--- src/rtl/image_stream_reader_pkg.sv ---
// Shared defaults, FSM encoding and pipeline constants for the frame reader.
package image_pkg;

    localparam int DATA_W_DEF = 10;
    localparam int DIM_W_DEF  = 10;
    localparam int ADDR_W_DEF = 18;

    // Pixel memory read latency is one cycle plus one output register.
    localparam int RD_LAT    = 2;
    // DRAIN waits exactly as long as the read pipeline so done trails the last pixel.
    localparam int DRAIN_LEN = RD_LAT;

    typedef enum logic [2:0] {
        IDLE    = 3'd0,
        REFRESH = 3'd1,
        READ    = 3'd2,
        DRAIN   = 3'd3,
        DONE    = 3'd4
    } state_t;

endpackage

--- src/rtl/image_stream_reader_raster_counter.sv ---
// Raster position counter: col/row walk over the frame, idx is the linear offset.
module raster_counter
    import image_pkg::*;
#(
    parameter int DIM_W  = DIM_W_DEF,
    parameter int ADDR_W = ADDR_W_DEF
) (
    input  logic              clk,
    input  logic              rst,
    input  logic              clr,
    input  logic              en,
    input  logic [DIM_W-1:0]  width,
    input  logic [DIM_W-1:0]  height,
    output logic [ADDR_W-1:0] idx,
    output logic              last
);

    localparam logic [DIM_W-1:0] ONE = {{(DIM_W-1){1'b0}}, 1'b1};

    logic [DIM_W-1:0] col;
    logic [DIM_W-1:0] row;
    logic             col_end;

    assign col_end = (col == width - ONE);
    // High while the current position is the final pixel of the frame.
    assign last    = col_end && (row == height - ONE);

    // Advance one pixel per enabled cycle; col wraps at end of line and bumps row.
    always_ff @(posedge clk or negedge rst) begin
        if (!rst) begin
            col <= '0;
            row <= '0;
            idx <= '0;
        end else if (clr) begin
            col <= '0;
            row <= '0;
            idx <= '0;
        end else if (en) begin
            idx <= idx + 1'b1;
            if (col_end) begin
                col <= '0;
                row <= row + ONE;
            end else begin
                col <= col + ONE;
            end
        end
    end

endmodule

--- src/rtl/image_stream_reader.sv ---
// Frame-read sequencer: raster-walks pixel memory and streams pixels to the filter.
module image_stream_reader
    import image_pkg::*;
#(
    parameter int DATA_W = DATA_W_DEF,
    parameter int DIM_W  = DIM_W_DEF,
    parameter int ADDR_W = ADDR_W_DEF
) (
    input  logic              clk,
    input  logic              rst,
    input  logic              start,
    input  logic [DIM_W-1:0]  image_width,
    input  logic [DIM_W-1:0]  image_height,
    input  logic [ADDR_W-1:0] base_addr,
    input  logic              pause,
    output logic [ADDR_W-1:0] mem_addr,
    output logic              mem_rd,
    input  logic [DATA_W-1:0] mem_rdata,
    output logic [DATA_W-1:0] data_out,
    output logic              data_valid,
    output logic              refresh,
    output logic              busy,
    output logic              done
);

    localparam int DRAIN_CW = $clog2(DRAIN_LEN + 1);
    localparam logic [DRAIN_CW-1:0] DRAIN_LAST = DRAIN_CW'(DRAIN_LEN - 1);

    state_t              state, state_nxt;
    logic [DIM_W-1:0]    width_q, height_q;
    logic [ADDR_W-1:0]   base_q;
    logic [ADDR_W-1:0]   idx;
    logic                last;
    logic                accept;
    logic                cnt_en;
    logic [DRAIN_CW-1:0] drain_cnt;
    logic [RD_LAT-1:0]   vld_pipe;

    assign accept   = (state == IDLE) && start;
    assign cnt_en   = (state == READ) && !pause;
    assign busy     = (state != IDLE);
    assign mem_addr = base_q + idx;

    raster_counter #(
        .DIM_W  (DIM_W),
        .ADDR_W (ADDR_W)
    ) u_raster (
        .clk    (clk),
        .rst    (rst),
        .clr    (accept),
        .en     (cnt_en),
        .width  (width_q),
        .height (height_q),
        .idx    (idx),
        .last   (last)
    );

    // Frame geometry is captured once per accepted start and held for the frame.
    always_ff @(posedge clk or negedge rst) begin
        if (!rst) begin
            width_q  <= '0;
            height_q <= '0;
            base_q   <= '0;
        end else if (accept) begin
            width_q  <= image_width;
            height_q <= image_height;
            base_q   <= base_addr;
        end
    end

    // State register.
    always_ff @(posedge clk or negedge rst) begin
        if (!rst) state <= IDLE;
        else      state <= state_nxt;
    end

    // DRAIN cycle counter, cleared whenever the FSM is elsewhere.
    always_ff @(posedge clk or negedge rst) begin
        if (!rst)                 drain_cnt <= '0;
        else if (state == DRAIN)  drain_cnt <= drain_cnt + 1'b1;
        else                      drain_cnt <= '0;
    end

    // Next-state and strobe decode; empty frames skip straight to DONE.
    always_comb begin
        state_nxt = state;
        refresh   = 1'b0;
        mem_rd    = 1'b0;
        done      = 1'b0;
        unique case (state)
            IDLE: begin
                if (start) begin
                    if (image_width == '0 || image_height == '0) state_nxt = DONE;
                    else                                          state_nxt = REFRESH;
                end
            end
            REFRESH: begin
                refresh   = 1'b1;
                state_nxt = READ;
            end
            READ: begin
                if (!pause) begin
                    mem_rd = 1'b1;
                    if (last) state_nxt = DRAIN;
                end
            end
            DRAIN: begin
                if (drain_cnt == DRAIN_LAST) state_nxt = DONE;
            end
            DONE: begin
                done      = 1'b1;
                state_nxt = IDLE;
            end
            default: state_nxt = IDLE;
        endcase
    end

    // Valid tracks mem_rd through the memory cycle and the output register.
    always_ff @(posedge clk or negedge rst) begin
        if (!rst) vld_pipe <= '0;
        else      vld_pipe <= {vld_pipe[RD_LAT-2:0], mem_rd};
    end

    // Capture read data in the cycle after the read; hold it otherwise.
    always_ff @(posedge clk or negedge rst) begin
        if (!rst)             data_out <= '0;
        else if (vld_pipe[0]) data_out <= mem_rdata;
    end

    assign data_valid = vld_pipe[RD_LAT-1];

endmodule

--- config.mk ---
export PLATFORM = sky130hd
export DESIGN_NAME = image_stream_reader
export DESIGN_NICKNAME = d
export VERILOG_FILES = /design/src/rtl/image_stream_reader_pkg.sv /design/src/rtl/image_stream_reader_raster_counter.sv /design/src/rtl/image_stream_reader.sv
export SDC_FILE = /design/constraint.sdc
export NUM_CORES = 1
export LEC_CHECK = 0
export BUFFER_PORTS_ARGS = -buffer_cell sky130_fd_sc_hd__buf_4
export CAP_MARGIN = 15
export CORE_MARGIN = 2
export CORE_UTILIZATION = 45
export CTS_BUF_LIST = sky130_fd_sc_hd__clkbuf_4 sky130_fd_sc_hd__clkbuf_8
export DETAILED_ROUTE_END_ITERATION = 16
export PLACE_DENSITY = 0.68
export SYNTH_ARGS = -nofsm -noshare
export SYNTH_HDL_FRONTEND = slang
export SYNTH_HIERARCHICAL = 1
export SYNTH_SLANG_ARGS = --single-unit
--- constraint.sdc ---
create_clock -name clk -period 2.7 [get_ports clk]
set_input_delay 0 -clock clk [delete_from_list [all_inputs] [get_ports clk]]
set_output_delay 0 -clock clk [all_outputs]
set_load 0.02 [all_outputs]
* Word level (Yosys, flattened, before mapping)
Index checks and enable logic that the tools add are counted.
** Word-level totals
- Register bits :: 93
- Input bits :: 52
- Output and inout port bits :: 33
- Word-level logic and storage cells :: 60
** Operators by class
- Add/subtract/negate cells :: 7
- Equal/unequal tests :: 11
- Multiplexer cells :: 19
- Reduce and logical (&&, ||, !) cells :: 13
** Operator list (number)
- $mux 10 :: 6
- $mux 18 :: 2
- $add 10x1->10 const B :: 2
- $eq 10x10->1 :: 2
- $logic_not 10->1 :: 2
- $sub 10x1->10 const B :: 2
- $add 18x1->18 const B :: 1
- $add 18x18->18 :: 1
- $mux 3 :: 5
- $pmux 3 s4 :: 1
- $eq 3x2->1 const B :: 2
- $ne 2x2->1 const B :: 3
- $mux 1 :: 4
- $reduce_and 4->1 :: 1
- $reduce_bool 2->1 :: 2
- $eq 3x1->1 const B :: 1
- $eq 3x3->1 const B :: 1
- $logic_and 1x1->1 :: 3
- $logic_not 3->1 :: 1
- $reduce_bool 3->1 :: 1
- $add 2x1->2 const B :: 1
- $eq 2x1->1 const B :: 1
- $mux 2 :: 1
- $ne 2x1->1 const B :: 1
- 3 further kinds :: 3

* Logic depth before layout (Yosys ltp)
- Depth in word-level cells :: 6
- Depth in mapped cells :: 13
- Mapped depth without buffers :: 11

* Hierarchy
The synthesis kept the hierarchy.
** Modules (own cells, without submodules)
- image_stream_reader :: instances 1, cells an instance 249, area each 2945.3 µm², seq. area each 1376.3 µm²
- raster_counter :: instances 1, cells an instance 292, area each 2537.4 µm², seq. area each 950.9 µm²

* Least setup slack after synthesis
No wires, ideal clock.
- Kind :: register -> register
- Start :: register state[1]
- End :: register u_raster.idx[16]
- Library setup time :: 0.078 ns
- Arrival time :: 3.056 ns
- Data required time :: 2.622 ns
- Slack :: -0.433 ns
- Cell stages (with the launch flop) :: 8
- Buffers on the path :: 1
- Period minus slack after synthesis :: 3.133 ns
- Path through :: dfrtp_1 clkbuf_1 nor4b_1 o211a_1 nand2_1 or3_1 or3_1 a21oi_1
** Between the ends
- Word-level cells in the longest chain between the ends :: 3
- Elaborated cells on any way between the ends :: 6
- Those cells by class :: eq/ne (1); mux (1); reduce/logical (4)
** Ends and longest elaborated chain
- start: declaration :: RTL line image_stream_reader.sv:29 : state_t state, state_nxt;
- start signal: assignment :: RTL line image_stream_reader.sv:74 : else state <= state_nxt;
- $eq 3x2->1 / $logic_not 3->1 (equally long branches) :: RTL line image_stream_reader.sv:40, image_stream_reader.sv:39
- $logic_and 1x1->1 (on tied branches) :: RTL line image_stream_reader.sv:40, image_stream_reader.sv:39
- $reduce_bool 2->1 (no line) / $mux 18 (equally long branches)
- end signal: assignment :: RTL line image_stream_reader_raster_counter.sv:39 : idx <= idx + 1'b1;
- end: declaration :: RTL line image_stream_reader_raster_counter.sv:14 : output logic [ADDR_W-1:0] idx,
Several ways; a longest one is shown, not always the timed one.
A chain may end at the register's enable or synchronous reset.

* Worst setup path in the final report
- Start :: register width_q[0]
- End :: register state[0]
** Between the ends
- Word-level cells in the longest chain between the ends :: 5
** Ends and longest elaborated chain
- start: declaration :: RTL line image_stream_reader.sv:30 : logic [DIM_W-1:0] width_q, height_q;
- start signal: assignment :: RTL line image_stream_reader.sv:65 : width_q <= image_width;
- $sub 10x1->10 :: RTL line image_stream_reader_raster_counter.sv:24 : assign col_end = (col == width - ONE);
- $eq 10x10->1 :: RTL line image_stream_reader_raster_counter.sv:24
- $logic_and 1x1->1 :: RTL line image_stream_reader_raster_counter.sv:26 : assign last = col_end && (row == height - ONE);
- via last :: RTL line image_stream_reader.sv:33 : logic last;
- $ne 2x2->1 (no line)
- $reduce_and 4->1 (no line)
The timed path passes the listed nets, and every way through them passes these cells.

==> impl_metrics.toml <==
[floorplanning]
num_io_pins = 85
die_w_um = 114
start_util_pct = 45.8
dieArea_sq_um = 13100
die_h_um = 114
core_sq_um = 12000
row_count = 40

[sta]
tightestPinTransition_ns = 0.465
fin_crit_ns = 2.71
finalSetupTns_ns = -0.00647
whs_ns = 0.0382
finalWorstSetupSlack_ns = -0.00647
fin_skew_ns = 0.0168
max_freq_ghz = 0.369
relSlewSlack_pct = 68.9
hold_viol_final = 0
setup_viol = 1
rsz0062_at_grt = "true"
fin_crit_sh_pct = 100
drv_slew = 0

[clocking]
clkSinkCount = 93
insertion_delay_ns = 0.38
cts_buffers = 9
path_clk_slew_ns = 0.09
root_buffer = "clkbuf_8"
cts_htree_levels = 3
cts_tree = "yes"
clockBufferDepth = 2

[yosys]
syn-num-nets = 617
synth_edf_count = 0
async_reset_ff_share_pct = 100
syn-instance-count = 541
ys_seq_area_share_pct = 42.4
syn_area_per_cell_sq_um = 10.1
syn_area_sq_um = 5480
ys.flop_type = "dfrtp_1"
yosys_warnings = 6
yosys.cell_types.count = 60
ys_ff_latch = 93

[min_path]
hold_class = "input pin to register"

[place]
dp.final_hpwl_um = 8360
gp_congestion = 0.838
port_buffers = 84

[grt]
antenna_found_initial = 0
grt_pass1_vias = 4609
grt_max_degree = 84
gr-total-overflow = 0
grt.total_usage_pct = 19.8
grt_pass1_wl_um = 20900

[power]
leakagePower_nw = 3.32
finalPower_mw = 4.07
power-per-cell-area_nw_per_um2 = 553
irDropWorstVdd_mv = 0.572

[cells_and_area]
utilization_pct = 61.5
area_growth_pct = 34.1
antennaDiodeCount = 0
layout.nets = 770
layout_common_cells = "buf_4, dfrtp_1, nor2_1, dlygate4sd3_1, mux2_2"
layout_commonest_cell = "buf_4"
drive_above_1_share_pct = 30.9

[detailed_routing]
drt_pass1_iterations = 5
ant_nets = 0
viasPerCell = 5.46
drc_errors = 0
dr.first_iter.drc_count = 240
wl_per_cell_um = 15.3
wirelength_um = 12900
via_count = 4615

[worst_setup_path]
arrival_ns = 3.01
critPathLaunchType = "register"
endpoint_kind = "register"
cp_max_fo = 5
required_ns = 3.00
crit_type = "register to register"

[run]
cap_violations = 0

[run_status]
status = "finished with violations"
violations = "negative setup slack"
## timing repair
action	CTS	global route
hold buffers	49	0
buffers inserted	3	11
hold endpoints to repair	130	0
pin swaps	3	17
resized for setup	5	35
gates cloned	0	2
endpoints found under the setup margin	5	15
## synthesized netlist by cell type, drive strengths merged (2+ instances only)
cell | number | area (sq um)
dfrtp | 93 | 2330
nor2 | 52 | 195
mux2 | 48 | 541
xnor2 | 37 | 324
a21oi | 33 | 165
nand2 | 33 | 124
ha | 23 | 288
o21ai | 20 | 100
xor2 | 20 | 175
nand3 | 18 | 95.1
nor3 | 17 | 85.1
clkbuf | 14 | 52.6
inv | 14 | 52.6
or3 | 11 | 68.8
o31ai | 8 | 60.1
nand4 | 7 | 43.8
nor4 | 7 | 58.8
and3 | 6 | 37.5
mux2i | 6 | 60.1
or4 | 6 | 45.0
a211oi | 5 | 42.5
a21o | 5 | 37.5
buf | 5 | 31.3
nor2b | 5 | 31.3
and2 | 4 | 25.0
nand2b | 4 | 25.0
nand3b | 4 | 30.0
nor3b | 4 | 30.0
a31oi | 3 | 18.8
o2111ai | 3 | 32.5
a2111oi | 2 | 23.8
a21boi | 2 | 18.8
a22oi | 2 | 15.0
nor4b | 2 | 17.5
o211a | 2 | 20.0
## area by class of cell
cell class | count | area [sq um]
Timing Repair Buffer | 161 | 1410
Clock buffer | 12 | 153
Sequential cell | 93 | 2330
Tap cell | 147 | 184
Clock inverter | 4 | 31.3
Inverter | 15 | 56.3
Multi-Input combinational cell | 414 | 3190
Fill cell | 958 | 4610
## routing by layer
layer	part of all wire [%]	vias up	track usage (%)
met5	0	-	0
li1	-	2257	-
met1	44	2223	25.1
met4	2.6	0	9.43
met2	50	107	33.2
met3	3.6	28	3.07
## per-stage QoR
stage          instances  setup WS [ns]  area (sq um)
6_report             846       -0.00647          7350
5_1_grt              846         -0.137          7350
4_1_cts              832       -0.00539          7050
3_5_place_dp         764         0.0684          6340
3_3_place_gp         764          0.215          6340
2_1_floorplan        541       -0.00686          5510
## final timing paths
kind	startpoint	to	slack (ns)	cells past startpoint
hold reg to reg	drain_cnt[0]	drain_cnt[0]	0.44	1
max in group asynchronous	rst	data_out[5]	1.82	4
setup reg to reg	width_q[0]	state[0]	-0.006	9
hold / removal	pause	vld_pipe[0]	0.04	3
setup / recovery	width_q[0]	state[0]	-0.006	9
min in group asynchronous	rst	base_q[7]	0.05	2
## kinds of logic after synthesis
| kind of cell | count (synthesis) | share of synthesized area [%] |
|---|---|---|
| AND/OR/NAND/NOR | 183 | 17.1 |
| XOR/XNOR | 57 | 9.11 |
| AO/OA/AOI/OAI | 95 | 11.8 |
| multiplexers | 55 | 11.4 |
| buffers and inverters | 34 | 2.56 |
| flip-flops | 93 | 42.4 |
| adder cells (fa/ha/maj) | 24 | 5.61 |
## worst max-delay path, cell delays in order (launching register included)
cell	delay [ns]
dfrtp_2	0.45
nor4_4	0.33
nand3_2	0.15
a2111oi_4	0.35
o211a_1	0.24
o2111ai_4	0.19
nor4_4	0.30
a22oi_2	0.12
a2111o_1	0.38
a21oi_1	0.12
## power breakdown
group          total (mW)  leakage [nW]  switching [mW]  internal [mW]
Combinational        1.43          2.04           0.723          0.703
Clock               0.891        0.0861           0.507          0.384
Sequential           1.75          1.19           0.209           1.54
Total                4.07          3.32            1.44           2.63
## state kept, by name (all words and copies together) (netlist names)
signal        count
base_q           18
data_out         10
drain_cnt         2
height_q         10
state             3
u_raster/col     10
u_raster/idx     18
u_raster/row     10
vld_pipe          2
width_q          10
No activity file was read; power rests on OpenSTA's default activity.
